<file path="src/rtl/add_serial_ctrl_if.sv">
`default_nettype none
// ============================================================================
// Module      : add_serial_ctrl_if
// Description : Operand, adder and result signal bundle for add_serial_ctrl.
// Revision    : 1.0 - initial release
// ============================================================================
interface add_serial_ctrl_if #(
    parameter int WIDTH = 8
);
    logic             op_valid;
    logic             op_ready;
    logic [WIDTH-1:0] op_a;
    logic [WIDTH-1:0] op_b;
    logic [WIDTH-1:0] add_a;
    logic [WIDTH-1:0] add_b;
    logic             add_en;
    logic [WIDTH-1:0] add_out;
    logic             res_valid;
    logic             res_ready;
    logic [WIDTH-1:0] res_data;
    logic [7:0]       done_cnt;

    modport master (
        output op_valid, op_a, op_b, add_out, res_ready,
        input  op_ready, add_a, add_b, add_en, res_valid, res_data, done_cnt
    );

    modport slave (
        input  op_valid, op_a, op_b, add_out, res_ready,
        output op_ready, add_a, add_b, add_en, res_valid, res_data, done_cnt
    );
endinterface
`default_nettype wire

</file>
<file path="src/rtl/add_serial_ctrl.sv">
`default_nettype none
// ============================================================================
// Module      : add_serial_ctrl
// Description : Sequencer/collector around the bit-serial adder add_serial.
// Revision    : 1.0 - initial release
// ============================================================================
module add_serial_ctrl #(
    parameter int   WIDTH         = 8,
    parameter int   RUN_CYCLES    = 10,
    parameter logic ADD_EN_ACTIVE = 1'b0
) (
    input  wire logic         clk,
    input  wire logic         rst,
    add_serial_ctrl_if.slave  bus
);

    typedef enum logic [1:0] {
        S_IDLE    = 2'd0,
        S_START   = 2'd1,
        S_WAIT    = 2'd2,
        S_RELEASE = 2'd3
    } state_t;

    localparam logic [7:0] c_WAIT_LAST = 8'(RUN_CYCLES - 1);

    state_t           r_state;
    logic [7:0]       r_wait_cnt;
    logic [WIDTH-1:0] r_add_a;
    logic [WIDTH-1:0] r_add_b;
    logic             r_add_en;
    logic             r_op_ready;
    logic [WIDTH-1:0] r_res_data;
    logic             r_res_valid;
    logic [7:0]       r_done_cnt;

    logic w_accept;
    logic w_capture;

    assign w_accept  = r_op_ready && bus.op_valid;
    // Capture only once the adder is final and the result slot is free or being drained.
    assign w_capture = (r_state == S_WAIT) && (r_wait_cnt == c_WAIT_LAST) &&
                       (!r_res_valid || bus.res_ready);

    always_ff @(posedge clk or posedge rst) begin
        if (rst) begin
            r_state     <= S_IDLE;
            r_wait_cnt  <= 8'd0;
            r_add_a     <= '0;
            r_add_b     <= '0;
            r_add_en    <= ~ADD_EN_ACTIVE;
            r_op_ready  <= 1'b1;
            r_res_data  <= '0;
            r_res_valid <= 1'b0;
            r_done_cnt  <= 8'd0;
        end else begin
            if (w_capture) begin
                r_res_data  <= bus.add_out;
                r_res_valid <= 1'b1;
                r_done_cnt  <= r_done_cnt + 8'd1;
            end else if (r_res_valid && bus.res_ready) begin
                r_res_valid <= 1'b0;
            end

            // add_en is registered alongside the next state so it decodes S_START/S_RELEASE only.
            case (r_state)
                S_IDLE: begin
                    if (w_accept) begin
                        r_add_a    <= bus.op_a;
                        r_add_b    <= bus.op_b;
                        r_op_ready <= 1'b0;
                        r_add_en   <= ADD_EN_ACTIVE;
                        r_state    <= S_START;
                    end
                end
                S_START: begin
                    r_wait_cnt <= 8'd0;
                    r_add_en   <= ~ADD_EN_ACTIVE;
                    r_state    <= S_WAIT;
                end
                S_WAIT: begin
                    if (w_capture) begin
                        r_add_en <= ADD_EN_ACTIVE;
                        r_state  <= S_RELEASE;
                    end else if (r_wait_cnt != c_WAIT_LAST) begin
                        r_wait_cnt <= r_wait_cnt + 8'd1;
                    end
                end
                S_RELEASE: begin
                    r_add_en   <= ~ADD_EN_ACTIVE;
                    r_op_ready <= 1'b1;
                    r_state    <= S_IDLE;
                end
                default: begin
                    r_add_en   <= ~ADD_EN_ACTIVE;
                    r_op_ready <= 1'b1;
                    r_state    <= S_IDLE;
                end
            endcase
        end
    end

    assign bus.op_ready  = r_op_ready;
    assign bus.add_a     = r_add_a;
    assign bus.add_b     = r_add_b;
    assign bus.add_en    = r_add_en;
    assign bus.res_valid = r_res_valid;
    assign bus.res_data  = r_res_data;
    assign bus.done_cnt  = r_done_cnt;

endmodule
`default_nettype wire

</file>
<file path="src/flat_wrapper.sv">
// flat-port wrapper written by rule: the top's interface ports become plain ports
module add_serial_ctrl_flat 
#(
    parameter int   WIDTH         = 8,
    parameter int   RUN_CYCLES    = 10,
    parameter logic ADD_EN_ACTIVE = 1'b0
)
  (clk, rst, bus_op_valid, bus_op_a, bus_op_b, bus_add_out, bus_res_ready, bus_op_ready, bus_add_a, bus_add_b, bus_add_en, bus_res_valid, bus_res_data, bus_done_cnt);
  add_serial_ctrl_if #(.WIDTH(WIDTH)) bus_i ();
  input  wire logic clk;
  input  wire logic rst;
  input wire logic [$bits(bus_i.op_valid)-1:0] bus_op_valid;
  input wire logic [$bits(bus_i.op_a)-1:0] bus_op_a;
  input wire logic [$bits(bus_i.op_b)-1:0] bus_op_b;
  input wire logic [$bits(bus_i.add_out)-1:0] bus_add_out;
  input wire logic [$bits(bus_i.res_ready)-1:0] bus_res_ready;
  output wire logic [$bits(bus_i.op_ready)-1:0] bus_op_ready;
  output wire logic [$bits(bus_i.add_a)-1:0] bus_add_a;
  output wire logic [$bits(bus_i.add_b)-1:0] bus_add_b;
  output wire logic [$bits(bus_i.add_en)-1:0] bus_add_en;
  output wire logic [$bits(bus_i.res_valid)-1:0] bus_res_valid;
  output wire logic [$bits(bus_i.res_data)-1:0] bus_res_data;
  output wire logic [$bits(bus_i.done_cnt)-1:0] bus_done_cnt;
  assign bus_i.op_valid = bus_op_valid;
  assign bus_i.op_a = bus_op_a;
  assign bus_i.op_b = bus_op_b;
  assign bus_i.add_out = bus_add_out;
  assign bus_i.res_ready = bus_res_ready;
  assign bus_op_ready = bus_i.op_ready;
  assign bus_add_a = bus_i.add_a;
  assign bus_add_b = bus_i.add_b;
  assign bus_add_en = bus_i.add_en;
  assign bus_res_valid = bus_i.res_valid;
  assign bus_res_data = bus_i.res_data;
  assign bus_done_cnt = bus_i.done_cnt;
  add_serial_ctrl #(.WIDTH(WIDTH), .RUN_CYCLES(RUN_CYCLES), .ADD_EN_ACTIVE(ADD_EN_ACTIVE)) u_core (.clk(clk), .rst(rst), .bus(bus_i));
endmodule
</file>
<file path="config.mk">
export PLATFORM = sky130hd
export DESIGN_NAME = add_serial_ctrl_flat
export DESIGN_NICKNAME = d
export VERILOG_FILES = /design/src/rtl/add_serial_ctrl_if.sv /design/src/rtl/add_serial_ctrl.sv /design/src/flat_wrapper.sv
export SDC_FILE = /design/constraint.sdc
export NUM_CORES = 1
export LEC_CHECK = 0
export BUFFER_PORTS_ARGS = -buffer_cell sky130_fd_sc_hd__clkbuf_2
export CAP_MARGIN = 10
export CORE_MARGIN = 2
export CORE_UTILIZATION = 45
export CTS_CLUSTER_SIZE = 14
export DETAILED_ROUTE_END_ITERATION = 8
export GPL_TIMING_DRIVEN = 0
export PLACE_DENSITY = 0.86
export SLEW_MARGIN = 15
export SYNTH_ARGS = -nofsm -noshare
export SYNTH_HDL_FRONTEND = slang
export SYNTH_SLANG_ARGS = --single-unit
</file>
<file path="constraint.sdc">
create_clock -name clk -period 1.95 [get_ports clk]
set_input_delay 0.4875 -clock clk [delete_from_list [all_inputs] [get_ports clk]]
set_output_delay 0.4875 -clock clk [all_outputs]
set_load 0.1 [all_outputs]
</file>
Yosys cells after proc, flatten, opt, wreduce, memory -nomap -nowiden:

Cells that the tools add are included.

* register bits after elaboration: 45
* word-level logic and storage cells: 47

* equal/unequal tests: 9
* reduce and logical (&&, ||, !) cells: 15
* $add $sub $neg: 2
* muxes and demuxes: 12

Operators with widths (count)
* $add A8 B1 Y8 const B: 2
* $mux W8: 2
* $pmux W8 S2: 1
* $eq A8 B4 Y1 const B: 1
* $ne A8 B4 Y1 const B: 1
* $pmux W2 S4: 1
* $reduce_and A2 Y1: 3
* $reduce_bool A2 Y1: 3
* $eq A2 B2 Y1 const B: 2
* $logic_and A1 B1 Y1: 4
* $mux W1: 4
* $mux W2: 2
* $ne A2 B1 Y1 const B: 2
* $ne A2 B2 Y1 const B: 2
* $pmux W1 S3: 1
* $reduce_and A3 Y1: 1
* $eq A2 B1 Y1 const B: 1
* $logic_not A2 Y1: 1
* $pmux W1 S2: 1
* $reduce_or A2 Y1: 1
* $logic_not A1 Y1: 1
* $logic_or A1 B1 Y1: 1

Longest topological paths before layout:

* depth in word-level cells: 5
* mapped depth: 7
* mapped depth without buffers: 6

Worst setup path before layout:

No wires, ideal clock.

* path kind: register to register
* from: register u_core.r_res_valid (netlist: u_core.bus.res_valid)
* to: register u_core.r_res_data[0] (netlist: u_core.bus.res_data[0])
* required time: 1825 ps
* buffers on the path: 1
* stages on the path, launching flop included: 5
* arrival: 1764 ps
* setup slack: 61 ps
* setup time: 125 ps
* cells stage by stage: dfrtp_1 > nand2b_1 > nand3_4 > buf_6 > mux2_4

* longest elaborated chain between the ends: 3

RTL lines
* start: declaration: RTL line add_serial_ctrl.sv:33 `logic r_res_valid;`
* start signal: assignment: RTL line add_serial_ctrl.sv:53 `r_res_valid <= 1'b0;`
* start signal: assignment: RTL line add_serial_ctrl.sv:58 `r_res_valid <= 1'b1;`
* start signal: assignment: RTL line add_serial_ctrl.sv:61 `r_res_valid <= 1'b0;`
* $logic_not A1 Y1: RTL line add_serial_ctrl.sv:42 `(!r_res_valid || bus.res_ready);`
* $logic_or A1 B1 Y1: RTL line add_serial_ctrl.sv:42
* $logic_and A1 B1 Y1: RTL line add_serial_ctrl.sv:41 `assign w_capture = (r_state == S_WAIT) && (r_wait_cnt == c_WAIT_LAST) &&`
* end signal: assignment: RTL line add_serial_ctrl.sv:57 `r_res_data <= bus.add_out;`
* end: declaration: RTL line add_serial_ctrl.sv:32 `logic [WIDTH-1:0] r_res_data;`

No other way between the ends.
A chain may end at the register's enable or synchronous reset.

Final worst setup path:

* from: register u_core.r_state[0]
* to: register u_core.r_res_data[6] (netlist: u_core.bus.res_data[6])

* longest elaborated chain between the ends: 3

RTL lines
* start: declaration: RTL line add_serial_ctrl.sv:26 `state_t r_state;`
* start signal: assignment: RTL line add_serial_ctrl.sv:46 `r_state <= S_IDLE;`
* start signal: assignment: RTL line add_serial_ctrl.sv:72 `r_state <= S_START;`
* start signal: assignment: RTL line add_serial_ctrl.sv:78 `r_state <= S_WAIT;`
* $eq A2 B2 Y1: RTL line add_serial_ctrl.sv:41
* $logic_and A1 B1 Y1 (2 in a row): RTL line add_serial_ctrl.sv:41

No other way between the ends.

==> results.txt <==
Counting every net in the synthesized netlist gives 192. The number of cells produced by synthesis came out at 156. In the post-synthesis netlist, the biggest area contributors are sky130_fd_sc_hd__dfrtp_1 53%, sky130_fd_sc_hd__mux2_2 11%, sky130_fd_sc_hd__ha_1 4.9%.

The share of the cycle needed by the critical path after routing is between 90 and 100%. The number of fill cells in the layout is 337. The post-layout minimum cycle time came out at 1.87 ns. The standard cell core area is 0.00435 sq mm. The commonest cells after synthesis are 43 x sky130_fd_sc_hd__dfrtp_1, 19 x sky130_fd_sc_hd__mux2_2, 11 x sky130_fd_sc_hd__inv_1. The synthesized-area fraction occupied by ao, oa, aoi and oai cells came out at 4.30%. The worst slew margin relative to its limit came out at 63.4%. Across every metal layer, demand over resource in global routing totals 16.2%. The overall die area is 0.00508 sq mm. The flow ran to the end, and the final reports show no timing, DRC or antenna violations.

The number of hold buffers added after cts came out at 0. The area share of xor/xnor cells in the synthesized design came out at 3.87%. Summed over all instances, the cell type with the most area after synthesis is sky130_fd_sc_hd__dfrtp_1.

The area taken by multi-input logic gates came out at 880 sq um. The TritonCTS buffer count is 5. The number of buffers added on ports came out at 62. The number of distinct library cells after synthesis is 33. Setup repair after global routing left no endpoint under its margin. The fraction of the yosys area taken by sequential cells came out at around 55%.

The max-slew violation total from the final report is 0. The routed layout has 1444 vias. After clock tree synthesis, the clock-pin slew on the worst setup and hold paths is 0.08 ns. The first-pass GRT wire length came out at 6490 um. The most used standard cell by instance count after synthesis is sky130_fd_sc_hd__dfrtp_1.

Across all hold checks on the routed design, the worst slack comes to 0.142 ns. The remaining routing DRC violations is 0. The floorplan step set the die height to 71.3 um. The largest net degree at the start of global routing is 31.

The weighted congestion reported at the end of routability-driven placement came out at 0.744. The min-delay analysis places its worst path in the category in2async. The fraction of registers with async set/reset came out at 100%. By area, the combinational part of the netlist is dominated by multiplexers. The floorplan has 24 rows. The total number of H-tree levels came out at 2. The transition at the pin with the smallest max-transition slack came out at 0.551 ns. The post-placement setup slack is -0.139 ns. The data arrival time at the worst-slack endpoint came out at ~2.1 ns.

The number of flops mapped to enable cells by yosys came out at 0. The required time at the endpoint of the critical path came out at 2.14 ns. For this run, the number of Yosys warnings is 0.

The area share of the leading cell type in the synthesized netlist came out at 52.9%. The maximum number of buffers from clock root to sink came out at 2. STA classifies the critical path endpoint as a flip-flop. Registers take 0.00113 sq mm. The pre-antenna-repair detailed-routing pass consisted of 4 iterations.

The main flop type after synthesis is sky130_fd_sc_hd__dfrtp_1. The number of hold-slack violations in the final timing report came out at 0. The detailed-route wire length is ~3900 um.

The total congestion overflow came out at 0. In the final layout, the share of cells above drive strength 1 is 50.4%. The path type of the worst setup path is reg2reg. The worst setup path is launched from a flip-flop. The later-pin clock latency in the skew report came out at 0.30 ns. The wire length per cell after detailed routing is ~13 um. 63 I/O pins were placed. The die width came out at between 70 and 80 um. The TritonCTS sink count came out at 45.

Of the total synthesized cell area, the portion taken by full adders, half adders and majority gates is between 4 and 5%. In the final design database the tool counted about 270 nets. The number of antenna diodes in the final layout is 0. The number of global-route vias before repair is 1460. The upper clock frequency limit is 535 MHz.

The effective utilization at floorplan came out at 46.8%. The final core utilization came out at 60.2%. Once detail routing completed, the nets flagged for antenna violations numbered 0.

The least setup slack across all paths after layout is 0.0814 ns. The synthesis-to-finish area growth came out at 28.7%. Setup violations remaining at the end of the flow were counted as 0. The number of violations of the max-capacitance limit is 0. The proportion of synthesized area in mux cells came out at 17.0%. Synthesis inferred 45 register bits.

The post-synth design cell area is 0.00204 sq mm. Of all nets on the critical path, the largest fanout is 5. The setup clock skew after layout is 0.00631 ns. After the first detailed-routing iteration, the DRC count stood at 37. The initial antenna violation count is 0. The CTS tree is yes. After synthesis, the mean cell area works out to 13.0 sq um. The buffer cell driving the clock tree root is sky130_fd_sc_hd__clkbuf_8. The via density per instance came out at just over 5. The final HPWL from detailed placement is 2800 um.

The simple-gate share of the synthesized area came out at 11.5%.
[final cells by class]
cell class | instances | area share, %
buffer | 3 | 0.764
clock buffer | 5 | 2.63
clock inverter | 3 | 0.812
inverter | 11 | 1.58
multi-input combinational | 97 | 33.6
sequential | 45 | 43.1
tap | 52 | 2.48
timing repair buffer | 70 | 15.1
[critical path, stage by stage, from the launching register on]
cell and delay, ns:
sky130_fd_sc_hd__dfrtp_1 0.40, sky130_fd_sc_hd__inv_2 0.10, sky130_fd_sc_hd__ha_4 0.18, sky130_fd_sc_hd__nor4b_4 0.31, sky130_fd_sc_hd__nand3_4 0.20, sky130_fd_sc_hd__buf_4 0.19, sky130_fd_sc_hd__buf_4 0.12, sky130_fd_sc_hd__mux2_2 0.26
[cells by family (layout without fill, tap and decap cells)]
| group | Yosys count | in the layout |
|---|---|---|
| mux | 29 | 29 |
| flops | 45 | 45 |
| compound gates | 15 | 15 |
| buf+inv | 14 | 92 |
| fa+ha+maj | 8 | 8 |
| simple gates | 36 | 36 |
| xor+xnor | 9 | 9 |
[layout by cell type, fill, tap and decap left out, types with 2 or more instances in the layout]
cell type and count:
sky130_fd_sc_hd__clkbuf_2 62, sky130_fd_sc_hd__dfrtp_1 43, sky130_fd_sc_hd__mux2_2 19, sky130_fd_sc_hd__inv_1 9, sky130_fd_sc_hd__a21oi_1 8, sky130_fd_sc_hd__nand2_1 8
sky130_fd_sc_hd__nor2_1 7, sky130_fd_sc_hd__ha_1 7, sky130_fd_sc_hd__mux2_4 6, sky130_fd_sc_hd__nand3_1 6, sky130_fd_sc_hd__buf_4 6, sky130_fd_sc_hd__xnor2_1 5
sky130_fd_sc_hd__clkbuf_8 5, sky130_fd_sc_hd__xor2_1 4, sky130_fd_sc_hd__mux2i_1 3, sky130_fd_sc_hd__nand2b_1 2, sky130_fd_sc_hd__o22ai_1 2, sky130_fd_sc_hd__nor2b_1 2
sky130_fd_sc_hd__o21ai_0 2, sky130_fd_sc_hd__nand4_1 2, sky130_fd_sc_hd__nor4_4 2, sky130_fd_sc_hd__inv_2 2, sky130_fd_sc_hd__buf_12 2, sky130_fd_sc_hd__dfstp_2 2
[final timing paths]
kind / slack, ns / cells after the start / start / end
worst max-delay path: 0.08 / 7 / u_core.r_state[0] / u_core.bus.res_data[6]
worst min-delay path: 0.14 / 2 / rst / u_core.bus.add_a[2]
worst max register to register: 0.08 / 7 / u_core.r_state[0] / u_core.bus.res_data[6]
worst min register to register: 0.47 / 1 / u_core.bus.done_cnt[7] / u_core.bus.done_cnt[7]
max in group asynchronous: 1.33 / 3 / rst / u_core.bus.res_data[2]
min in group clk: 0.37 / 2 / bus_op_valid / u_core.bus.op_ready
[state kept, by name (all words and copies together), names as in the netlist]
| name | cells |
|---|---|
| u_core.bus.add_a | 8 |
| u_core.bus.add_b | 8 |
| u_core.bus.done_cnt | 8 |
| u_core.bus.res_data | 8 |
| u_core.r_wait_cnt | 8 |
| u_core.r_state | 2 |
| u_core.bus.add_en | 1 |
| u_core.bus.op_ready | 1 |
| u_core.bus.res_valid | 1 |
[metrics by stage]
stage | area [sq um] | cells | setup TNS, ns
finish | 2620 | 286 | 0
global route | 2620 | 286 | 0
CTS | 2580 | 283 | 0
detailed placement | 2430 | 271 | -0.379
global placement | 2410 | 270 | -6.24
floorplan | 2040 | 156 | 0
[timing repair]
action,4_1_cts,5_1_grt
pin swaps,1,2
setup buffers,4,3
setup endpoints to repair,9,11
gates resized for setup,3,3
[layer usage]
| metal | global-route usage, % | vias up | wire, um |
|---|---|---|---|
| li1 | - | 689 | - |
| met1 | 19.7 | 699 | 1680 |
| met2 | 27.9 | 50 | 1860 |
| met3 | 4.92 | 6 | 281 |
| met4 | 4.40 | 0 | 40 |
| met5 | 0 | - | 0 |
Power is not shown: default switching activity piles up to over one toggle a cycle in this logic, so the estimate is an artifact.
